==> src/rtl/flit_injector.sv <==
// rtl/flit_injector.sv - buffers a test-vector stream and injects it as single-flit packets under credit flow control
//
// Purpose:
//    Sits between the test-vector input buffer and a router local input port.
//    Incoming words go into a small circular FIFO. The FIFO throttles the source
//    through src_en, and it drains one flit per cycle while the router has credits.
//    Every output is registered, so the router sees one clean interface.
//
// Ports:
//    clk         clock
//    rst_n       asynchronous active-low reset
//    in_data     word from the input buffer
//    in_valid    in_data valid this cycle
//    src_en      registered source enable; 0 = advance, 1 = hold
//    out_flit    registered flit to the router local port
//    out_valid   registered; one cycle high per flit
//    credit_in   single-cycle pulse; router freed one slot
//    fifo_count  current FIFO occupancy
//    overflow    sticky; a word arrived while the FIFO was full and no send freed a slot
//    credit_err  sticky; credit_in arrived with the counter already at CREDITS and no send

module flit_injector #(
   parameter int DATA_W       = 8,
   parameter int DEPTH        = 4,
   parameter int CREDITS      = 4,
   parameter int STALL_MARGIN = 2
) (
   input  logic                         clk,
   input  logic                         rst_n,
   input  logic [DATA_W-1:0]            in_data,
   input  logic                         in_valid,
   output logic                         src_en,
   output logic [DATA_W-1:0]            out_flit,
   output logic                         out_valid,
   input  logic                         credit_in,
   output logic [$clog2(DEPTH+1)-1:0]   fifo_count,
   output logic                         overflow,
   output logic                         credit_err
);

   localparam int PW = $clog2(DEPTH);
   localparam int CW = $clog2(DEPTH+1);
   localparam int KW = $clog2(CREDITS+1);

   localparam logic [CW-1:0] FULL_COUNT = CW'(DEPTH);
   localparam logic [CW-1:0] SRC_THRESH = CW'(DEPTH - STALL_MARGIN);
   localparam logic [KW-1:0] MAX_CRED   = KW'(CREDITS);

   logic [DATA_W-1:0] r_mem [DEPTH];
   logic [PW-1:0]     r_wptr;
   logic [PW-1:0]     r_rptr;
   logic [CW-1:0]     r_count;
   logic [KW-1:0]     r_credits;
   logic              r_src_en;
   logic [DATA_W-1:0] r_out_flit;
   logic              r_out_valid;
   logic              r_overflow;
   logic              r_credit_err;

   logic              w_send;
   logic              w_full;
   logic              w_wr;
   logic              w_drop;
   logic              w_cred_sat;
   logic [CW-1:0]     w_count_next;
   logic [KW-1:0]     w_credits_next;

   assign w_send = (r_count != '0) && (r_credits != '0);
   assign w_full = (r_count == FULL_COUNT);
   // A send in the same cycle frees the head slot, so a full FIFO can still accept.
   assign w_wr   = in_valid && (!w_full || w_send);
   assign w_drop = in_valid && w_full && !w_send;
   // An extra credit is only an error when nothing is consuming one this cycle.
   assign w_cred_sat = credit_in && !w_send && (r_credits == MAX_CRED);

   always_comb begin
      w_count_next = r_count;
      if (w_wr && !w_send) begin
         w_count_next = r_count + CW'(1);
      end else if (!w_wr && w_send) begin
         w_count_next = r_count - CW'(1);
      end
   end

   always_comb begin
      w_credits_next = r_credits;
      if (credit_in && !w_send) begin
         if (r_credits != MAX_CRED) begin
            w_credits_next = r_credits + KW'(1);
         end
      end else if (!credit_in && w_send) begin
         w_credits_next = r_credits - KW'(1);
      end
   end

   // Storage has no reset: stale entries are unreachable once the pointers clear.
   always_ff @(posedge clk) begin
      if (w_wr) begin
         r_mem[r_wptr] <= in_data;
      end
   end

   always_ff @(posedge clk or negedge rst_n) begin
      if (!rst_n) begin
         r_wptr       <= '0;
         r_rptr       <= '0;
         r_count      <= '0;
         r_credits    <= MAX_CRED;
         r_src_en     <= 1'b1;
         r_out_flit   <= '0;
         r_out_valid  <= 1'b0;
         r_overflow   <= 1'b0;
         r_credit_err <= 1'b0;
      end else begin
         if (w_wr) begin
            r_wptr <= r_wptr + PW'(1);
         end
         if (w_send) begin
            r_rptr     <= r_rptr + PW'(1);
            r_out_flit <= r_mem[r_rptr];
         end
         r_out_valid <= w_send;
         r_count     <= w_count_next;
         r_credits   <= w_credits_next;
         // Threshold on post-edge occupancy leaves STALL_MARGIN slots for words
         // already in flight around the source's enable-to-valid loop.
         r_src_en    <= (w_count_next >= SRC_THRESH);
         if (w_drop) begin
            r_overflow <= 1'b1;
         end
         if (w_cred_sat) begin
            r_credit_err <= 1'b1;
         end
      end
   end

   assign src_en     = r_src_en;
   assign out_flit   = r_out_flit;
   assign out_valid  = r_out_valid;
   assign fifo_count = r_count;
   assign overflow   = r_overflow;
   assign credit_err = r_credit_err;

endmodule

==> config.mk <==
export PLATFORM = sky130hd
export DESIGN_NAME = flit_injector
export DESIGN_NICKNAME = d
export VERILOG_FILES = /design/src/rtl/flit_injector.sv
export SDC_FILE = /design/constraint.sdc
export NUM_CORES = 1
export LEC_CHECK = 0
export CAP_MARGIN = 20
export CELL_PAD_IN_SITES_DETAIL_PLACEMENT = 2
export CELL_PAD_IN_SITES_GLOBAL_PLACEMENT = 2
export CORE_UTILIZATION = 42
export CTS_CLUSTER_SIZE = 24
export DETAILED_ROUTE_END_ITERATION = 7
export MAX_ROUTING_LAYER = met4
export PLACE_DENSITY = 0.84
export SYNTH_ARGS = -nofsm -noshare
export SYNTH_HDL_FRONTEND = slang
export SYNTH_SLANG_ARGS = --single-unit
==> constraint.sdc <==
create_clock -name clk -period 6.1 [get_ports clk]
set_input_delay 0.61 -clock clk [delete_from_list [all_inputs] [get_ports clk]]
set_output_delay 0.61 -clock clk [all_outputs]
set_load 0.1 [all_outputs]
**Yosys cells after proc, flatten, opt, wreduce, memory -nomap -nowiden**

Memory sizes are Yosys's and may differ from the RTL's. A register that Yosys moved wholly into a read port is not among the register bits.
Index checks and enable logic that the tools add are counted.

- Bits in registers: 14
- RAM bits: 32
- Bits of input ports: 12
- Output and inout port bits: 15
- Logic and storage cells: 46
- Memories: 1

Memory list:

| name | words | width | read ports | clocked after Yosys merged registers in | wr ports | line | text |
|---|---|---|---|---|---|---|---|
| r_mem | 4 | 8 | 1 | 1 | 1 | 49 | `logic [DATA_W-1:0] r_mem [DEPTH];` |

- Add/subtract/negate cells: 6
- $lt $le $gt $ge: 1
- Eq/ne operators: 4
- Muxes and demuxes: 7
- Reductions and logical operators: 19

Operators with widths:

| cell | number |
|---|---|
| $mux W3 | 5 |
| $logic_and A1 B1 Y1 | 9 |
| $add A3 B1 Y3 const B | 2 |
| $eq A3 B3 Y1 const B | 2 |
| $reduce_bool A3 Y1 | 2 |
| $sub A3 B1 Y3 const B | 2 |
| $logic_not A1 Y1 | 5 |
| $add A2 B1 Y2 const B | 2 |
| $ge A3 B2 Y1 const B | 1 |
| $ne A3 B3 Y1 const B | 1 |
| $mux W1 | 2 |
| $ne A2 B1 Y1 const B | 1 |
| $reduce_and A2 Y1 | 1 |
| $reduce_bool A2 Y1 | 1 |
| $logic_or A1 B1 Y1 | 1 |

**Depth between registers and ports, before layout**

Gate-level depths: netlist of run 1.

- Depth after elaboration: 9
- Depth in mapped cells: 11
- Mapped depth without buffers: 9

**Worst setup path after synthesis of run 1**

OpenSTA, ideal clock, no wires.

- Path type: reg-to-reg
- Start: register r_count[1], in the netlist fifo_count[1]
- End: register r_credits[1]
- Library setup time: 0.121 ns
- Data arrival time: 2.863 ns
- Setup slack: 3.117 ns
- Stages on the path, launching flop included: 12
- Buffers on the path: 2
- Clock period less this slack: 2.983 ns
- Cell sequence: dfrtp_1 > inv_1 > ha_1 > nor2b_1 > or2_1 > buf_4 > buf_2 > nand2_1 > fa_1 > inv_1 > a211o_1 > o21ai_1

- Elaborated cells between the ends (all ways): 9
- Those cells by class: 1 x eq/ne; 1 x mux; 7 x reduce/logical

RTL lines:

| what | line | text |
|---|---|---|
| start, declared | 52 | `logic [CW-1:0] r_count;` |
| start signal, assigned | 123 | `r_count <= w_count_next;` |
| $reduce_bool A3 Y1 | 68 | `assign w_send = (r_count != '0) && (r_credits != '0);` |
| $logic_and A1 B1 Y1 | 68 |  |
| $logic_not A1 Y1 | 87 | `if (credit_in && !w_send) begin` |
| $logic_and A1 B1 Y1 | 87 |  |
| $mux W3 | 87 |  |
| net w_credits_next[1] | 66 | `logic [KW-1:0] w_credits_next;` |
| end signal, assigned | 124 | `r_credits <= w_credits_next;` |
| end, declared | 53 | `logic [KW-1:0] r_credits;` |

The timed path passes the listed nets, and every way through them passes these cells.
A chain may end at the register's enable or synchronous reset.

**Final worst setup path of run 1**

Same ends and word-level chain as after synthesis.

==> impl_metrics.tcl, run 1 <==
set metrics [dict create \
    syn_nets 188 \
    crit_path_end_kind "flop" \
    die-height_um 77.0 \
    gp_congestion 0.736 \
    route.detailed.drc 0 \
    path_class "flop to flop" \
    ys_ff_latch 54 \
    start_kind "flop" \
    hold_buffers 0 \
    post_cts_resized 0 \
    grt_pass1_vias 1691 \
    cts_root_buffer "clkbuf_8" \
    wl_per_cell_um 21.6 \
    yosysTopAreaCell "edfxtp_1" \
    cts_tree "yes" \
    antenna_left 0 \
    grtUsageMet1_pct 25.1 \
    clkTransAtPathRegs_ps 90 \
    synth_warnings 0 \
    drt-vias-per-instance 5.46 \
    avgSynthCellArea_um2 14.1 \
    ys_seq_area_share_pct 64.1 \
    area_growth_pct 16.6 \
    drtPass1Iterations 4 \
    slowest_delay_ps 540 \
    grt_overflow 0 \
    synth-main-ff-cell "edfxtp_1" \
    cts.sinks 54 \
    cp_max_fo 15 \
    setup_viol 0 \
    antenna_found_initial 0 \
    crit_chain "inv_1, ha_1, nor2b_1, or2_1, nand2_1, fa_1, inv_1, a211o_1, o21ai_1" \
    top_usage_layer "met2" \
    path_common_cell "inv_1" \
    initial_core_util_pct 44.8 \
    cp_data_required_time_ps 6340 \
    synth_area_leaders "edfxtp_1 (41%), dfrtp_1 (21%), mux4_2 (7.6%)" \
    grt_usage_pct 22.3 \
    use_met3_pct 4.64 \
    cp_slowest_cell "or2_1" \
    synthesis.area_um2 2360 \
    postCtsSetupBuffers 0 \
    rsz0062_at_grt "no" \
    async_flop_share_pct 40.7 \
    grt_max_degree 23 \
    vias 1442 \
    met2_usage_pct 39.7 \
    ios 27 \
    synthTopCellsByCount "edfxtp_1 (32), nand2_1 (29), dfrtp_1 (20)" \
    hold_class "flop to flop" \
    die_x_um 77.0 \
    first_iter_violations 91 \
    whs_ps 482 \
    htreeDepth 2 \
    status "finished, final reports clean" \
    final_cells 264 \
    final_nets 213 \
    drv_slew 0 \
    ys_types 41 \
    fin_tns_setup_ps 0 \
    place_inst 256 \
    syn_inst 168 \
    clock_path_buffers 2 \
    core_um2 5270 \
    synth_top_area_share_pct 40.7 \
    post-dp-hpwl_um 4390 \
    die_area_um2 5930 \
    clock_skew_ps 6.31 \
    antennaDiodeCount 0 \
    finalHoldViolCount 0 \
    grt_pass1_wl_um 9280 \
    max_freq_mhz 337 \
    layout_min_cycle_time_ps 2970 \
    drive_gt1_share_pct 11.9 \
    place_area_um2 2670 \
    cts_made_buffers 5 \
    clkLatencyLatePin_ps 300 \
    port_buffers 26 \
    cp_data_arrival_time_ps 3200 \
    design_area_um2 2750 \
    tightest_slew_ps 999 \
    rows 26 \
    drv_cap 0 \
    synth.most_common_cell "edfxtp_1" \
    timing.slew.headroom_pct 33.2 \
    route.final.wire_length_um 5710 \
    timing.final.crit_share_pct 48.7 \
    synth_edf_count 32 \
]
[stage by stage]
stage | utilization (%) | worst slack, ps
after global placement | 50.7 | 3390
final | 52.3 | 3130
after floorplan | - | 3120
after CTS | 52.3 | 3130
after global routing | 52.3 | 2940
after detailed placement | 50.7 | 3180
[worst paths after layout]
path                               startpoint           end  slack, ps  cells after the start
worst max-delay path            fifo_count[1]  r_credits[1]       3130                      9
max in group asynchronous               rst_n      overflow       4650                      1
min in group asynchronous               rst_n   out_flit[4]        850                      1
worst min register to register     credit_err    credit_err        480                      1
worst max register to register  fifo_count[1]  r_credits[1]       3130                      9
worst min-delay path               credit_err    credit_err        480                      1
[placed cells by master (no fill, tap or decap), types with 2 or more instances in the layout]
master and n:
o31ai_1 3, nor3_1 3, ha_1 7, nand3_1 5, nand4b_1 2, nand2_1 29
clkinv_2 2, a41o_1 2, dfstp_2 2, a21oi_1 4, clkbuf_8 5, o21ai_0 3
nor2b_1 3, clkdlybuf4s50_1 26, a22oi_1 2, mux4_2 8, xnor2_1 4, edfxtp_1 32
dfrtp_1 20, nor2_1 3, and2_1 4, inv_1 6
[worst max-delay path: cells and delay by family (launching register included)]
kind,cells,cell delay (ps)
fa+ha+maj,2,840
flops,1,450
compound gates,2,360
simple gates,3,1070
buf+inv,2,170
[cell families after synthesis]
family	count (synthesis)	synth area share, %
xor+xnor	5	1.85
flops	54	64.1
buf+inv	15	2.75
fa+ha+maj	8	4.55
simple gates	56	12.1
mux	10	8.69
compound gates	20	5.98
[cell type report]
cell class | count | area [µm²]
Clock buffer | 6 | 72.6
Clock inverter | 2 | 10.0
Fill cell | 511 | 2520
Inverter | 7 | 26.3
Multi-Input combinational cell | 99 | 783
Sequential cell | 54 | 1510
Tap cell | 70 | 87.6
Timing Repair Buffer | 26 | 260
[registers in the layout (all words and copies together) (netlist names)]
name	count
r_mem	32
out_flit	8
fifo_count	3
r_credits	3
r_rptr	2
r_wptr	2
credit_err	1
out_valid	1
overflow	1
src_en	1
[per-layer routing]
metal	vias to the layer above	wire length, µm
li1	654	-
met1	751	2330
met2	29	3120
met3	8	150
met4	0	111
met5	-	0
Power of run 1 is not shown: default switching activity piles up to over one toggle a cycle in this logic, so the estimate is an artifact.
==> run 2: changes to the inputs <==
- CORE_UTILIZATION: 42 -> 39
- PLACE_DENSITY: 0.84 -> 0.79
- clock period: 6.1 -> 3.1 ns (I/O delays scaled with it)
==> impl_metrics.tcl, run 2 (synthesis results as in run 1) <==
set metrics [dict create \
    core_um2 5680 \
    cp_data_arrival_time_ps 2830 \
    antenna_found_initial 0 \
    fin_tns_setup_ps 0 \
    crit_start "fifo_count[1]" \
    die_area_um2 6370 \
    cts_made_buffers 5 \
    max_freq_mhz 388 \
    path_common_cell "inv_1" \
    postCtsSetupBuffers 0 \
    mostFrequentLayoutCells "edfxtp_1 (32), nand2_1 (29), clkdlybuf4s50_1 (22)" \
    gp_congestion 0.755 \
    reg2reg_from "fifo_count[1]" \
    largest_register "r_mem" \
    area_growth_pct 18.7 \
    cp_max_fo 8 \
    die_x_um 79.8 \
    final_common_cell "edfxtp_1" \
    die-height_um 79.8 \
    port_buffers 26 \
    cp_slowest_cell "fa_1" \
    largest_reg_flops 32 \
    hold_buffers 0 \
    timing.slew.headroom_pct 33.8 \
    setup_viol 0 \
    antennaDiodeCount 0 \
    slowest_delay_ps 530 \
    clkTransAtPathRegs_ps 100 \
    first_iter_violations 61 \
    hold_class "input pin to asynchronous set/reset pin" \
    drtPass1Iterations 4 \
    cts_root_buffer "clkbuf_8" \
    route.detailed.drc 0 \
    grt_max_degree 23 \
    antenna_left 0 \
    cts_tree "yes" \
    crit_path_end_kind "flop" \
    rows 27 \
    whs_ps 314 \
    vias 1433 \
    clkLatencyLatePin_ps 310 \
    drt-vias-per-instance 5.35 \
    crit_chain "inv_1, ha_1, nor2b_1, or2_1, nand2_1, fa_1, inv_1, a211o_1, o21ai_1" \
    r2r_setup_slack_ps 520 \
    drv_slew 0 \
    post-dp-hpwl_um 4040 \
    finalHoldViolCount 0 \
    timing.final.crit_share_pct 83.2 \
    rsz0062_at_grt "no" \
    cp_data_required_time_ps 3350 \
    reg2reg_depth 9 \
    start_kind "flop" \
    status "finished, final reports clean" \
    ios 27 \
    clock_path_buffers 2 \
    grt_usage_pct 21.3 \
    grt_pass1_vias 1598 \
    r2r-end "r_credits[1]" \
    route.final.wire_length_um 5760 \
    layout_min_cycle_time_ps 2580 \
    fillers 543 \
    initial_core_util_pct 41.6 \
    grt_overflow 0 \
    clock_skew_ps 6.52 \
    tightest_slew_ps 990 \
    grt_pass1_wl_um 9400 \
    htreeDepth 2 \
    drive_gt1_share_pct 15.3 \
    wl_per_cell_um 21.5 \
    cts.sinks 54 \
    final_nets 215 \
    path_class "flop to flop" \
    drv_cap 0 \
    post_cts_resized 0 \
]
[run 2: cell types whose count changed in the layout (fill, tap and decap cells not counted)]
cell             before  now
clkinv_2              2    0
buf_4                 0    5
clkdlybuf4s50_1      26   22
buf_8                 0    1
clkbuf_1              1    0
bufinv_16             0    1
inv_8                 0    1
clkinvlp_4            0    1
[run 2: cell type report]
cell class / instances / area [µm²] / area share (%)
inverters: 7 / 26.3 / 0.937
well taps: 72 / 90.1 / 3.21
multi-input cells: 99 / 783 / 27.9
clock inverters: 3 / 48.8 / 1.74
clock buffers: 5 / 68.8 / 2.45
repair buffers: 28 / 273 / 9.73
flip-flops and latches: 54 / 1510 / 54.0
[run 2: metal layers]
metal	GRT usage, %	vias to the layer above	part of all wire [%]
met4	4.29	0	0.26
met5	-	-	0
li1	-	658	-
met2	34.8	26	51
met3	4.46	2	2.9
met1	27.7	747	45
[run 2: critical path: cells and delay by family (launching register included)]
kind | cells | cell delay [ps]
AO/OA/AOI/OAI | 2 | 350
adder cells (fa/ha/maj) | 2 | 900
buffers and inverters | 2 | 190
flip-flops | 1 | 460
AND/OR/NAND/NOR | 3 | 630
[run 2: worst max path at each step]
stage / end / slack (ps) / cells after the start
4_1_cts: r_credits[1] / 520 / 9
3_5_place_dp: r_mem[3][4] / 520 / 4
6_report: r_credits[1] / 520 / 9
3_3_place_gp: r_mem[0][7] / 740 / 4
2_1_floorplan: r_credits[1] / 120 / 11
5_1_grt: r_credits[2] / 320 / 8
[run 2: stage by stage]
step,setup WS (ps),util [%],area (µm²),std cells
floorplan,117,-,2360,168
global placement,739,47.1,2670,259
detailed placement,518,47.1,2670,259
CTS,521,49.1,2790,267
global route,323,49.4,2800,268
finish,520,49.4,2800,268
Power of run 2 is left out for the same reason.
==> run 3: changes to the inputs <==
- clock period: 3.1 -> 2.52 ns (I/O delays scaled with it)
==> impl_metrics.tcl, run 3 (synthesis results as in run 1) <==
set metrics [dict create \
    final_nets 218 \
    hold_buffers 0 \
    vias 1424 \
    cp_data_required_time_ps 2750 \
    cts.sinks 54 \
    layout_min_cycle_time_ps 2200 \
    die_x_um 79.8 \
    postCtsSetupBuffers 0 \
    drv_cap 0 \
    gp_congestion 0.796 \
    path_class "flop to flop" \
    cts_made_buffers 5 \
    port_buffers 26 \
    clock_path_buffers 2 \
    ios 27 \
    fillers 553 \
    fin_tns_setup_ps 0 \
    hold_class "input pin to asynchronous set/reset pin" \
    area_growth_pct 18.5 \
    status "finished, final reports clean" \
    antenna_left 0 \
    route.final.wire_length_um 5370 \
    route.detailed.drc 0 \
    cp_data_arrival_time_ps 2440 \
    tightest_slew_ps 551 \
    grt_overflow 0 \
    max_freq_mhz 454 \
    largest_reg_flops 32 \
    multi_input_area_um2 803 \
    grt_max_degree 23 \
    clkLatencyLatePin_ps 310 \
    timing.slew.headroom_pct 63.3 \
    core_um2 5680 \
    finalHoldViolCount 0 \
    htreeDepth 2 \
    grt_pass1_vias 1578 \
    cts_tree "yes" \
    crit_path_end_kind "flop" \
    drv_slew 0 \
    initial_core_util_pct 41.6 \
    drtPass1Iterations 4 \
    post-dp-hpwl_um 4110 \
    antenna_found_initial 0 \
    cp_max_fo 8 \
    cts_root_buffer "clkbuf_8" \
    regArea_um2 1520 \
    timing.final.crit_share_pct 87.4 \
    drt-vias-per-instance 5.25 \
    final_common_cell "edfxtp_1" \
    post_cts_resized 0 \
    reg2reg_from "fifo_count[1]" \
    grt_pass1_wl_um 8960 \
    reg2reg_depth 9 \
    rows 27 \
    die_area_um2 6370 \
    clock_skew_ps 4.00 \
    grt_usage_pct 20.2 \
    mostFrequentLayoutCells "edfxtp_1 (32), nand2_1 (29), buf_4 (20)" \
    rsz0062_at_grt "no" \
    r2r_setup_slack_ps 320 \
    drive_gt1_share_pct 25.1 \
    setup_viol 0 \
    largest_register "r_mem" \
    whs_ps 296 \
    first_iter_violations 23 \
    antennaDiodeCount 0 \
    start_kind "flop" \
    clkTransAtPathRegs_ps 100 \
    r2r-end "r_credits[1]" \
    wl_per_cell_um 19.8 \
    die-height_um 79.8 \
]
run 3: changes by cell type in the layout (fill, tap and decap cells not counted), moves of 2 or more:
cell / delta
buf_4: +15
inv_1: -2
dfrtp_4: +2
dfrtp_1: -2
clkinv_4: +2
inv_2: +2
clkdlybuf4s50_1: -11
run 3: cell type report:
| cell class | instances | share of cell area (%) |
|---|---|---|
| Clock buffer | 5 | 2.46 |
| Clock inverter | 3 | 1.03 |
| Inverter | 7 | 0.939 |
| Multi-Input combinational cell | 99 | 28.7 |
| Sequential cell | 54 | 54.4 |
| Tap cell | 72 | 3.22 |
| Timing Repair Buffer | 31 | 9.30 |
run 3: per-layer routing:
layer / vias to the layer above / GRT usage [%] / wire length, µm
met4: 0 / 5.71 / 63
met3: 8 / 4.00 / 140
met5: - / - / 0
li1: 666 / - / -
met2: 21 / 30.3 / 2520
met1: 729 / 28.0 / 2650
run 3: worst max-delay path by stage:
stage | start | endpoint | slack [ps] | cells after the start
2_1_floorplan | fifo_count[0] | r_credits[1] | 6 | 11
3_3_place_gp | fifo_count[0] | r_credits[1] | 440 | 9
3_5_place_dp | in_valid | r_mem[0][0] | 330 | 4
4_1_cts | fifo_count[1] | r_credits[1] | 300 | 9
5_1_grt | fifo_count[1] | r_credits[1] | 210 | 9
6_report | fifo_count[1] | r_credits[1] | 320 | 9
run 3: stage by stage:
stage / instances / instance area [µm²] / setup WS, ps / utilization [%]
floorplan: 168 / 2390 / 6.47 / -
global placement: 263 / 2700 / 441 / 47.6
detailed placement: 263 / 2700 / 332 / 47.6
CTS: 271 / 2800 / 301 / 49.3
global route: 271 / 2800 / 205 / 49.3
finish: 271 / 2800 / 318 / 49.3
run 3: critical path, stage by stage, from the launching register on:
cell and delay [ps]:
dfrtp_4 520, inv_2 100, ha_4 180, nor2b_4 200, or2_1 140, nand2_1 70, fa_1 500, inv_1 50
a211o_1 280, o21ai_1 90
Power of run 3 is left out for the same reason.
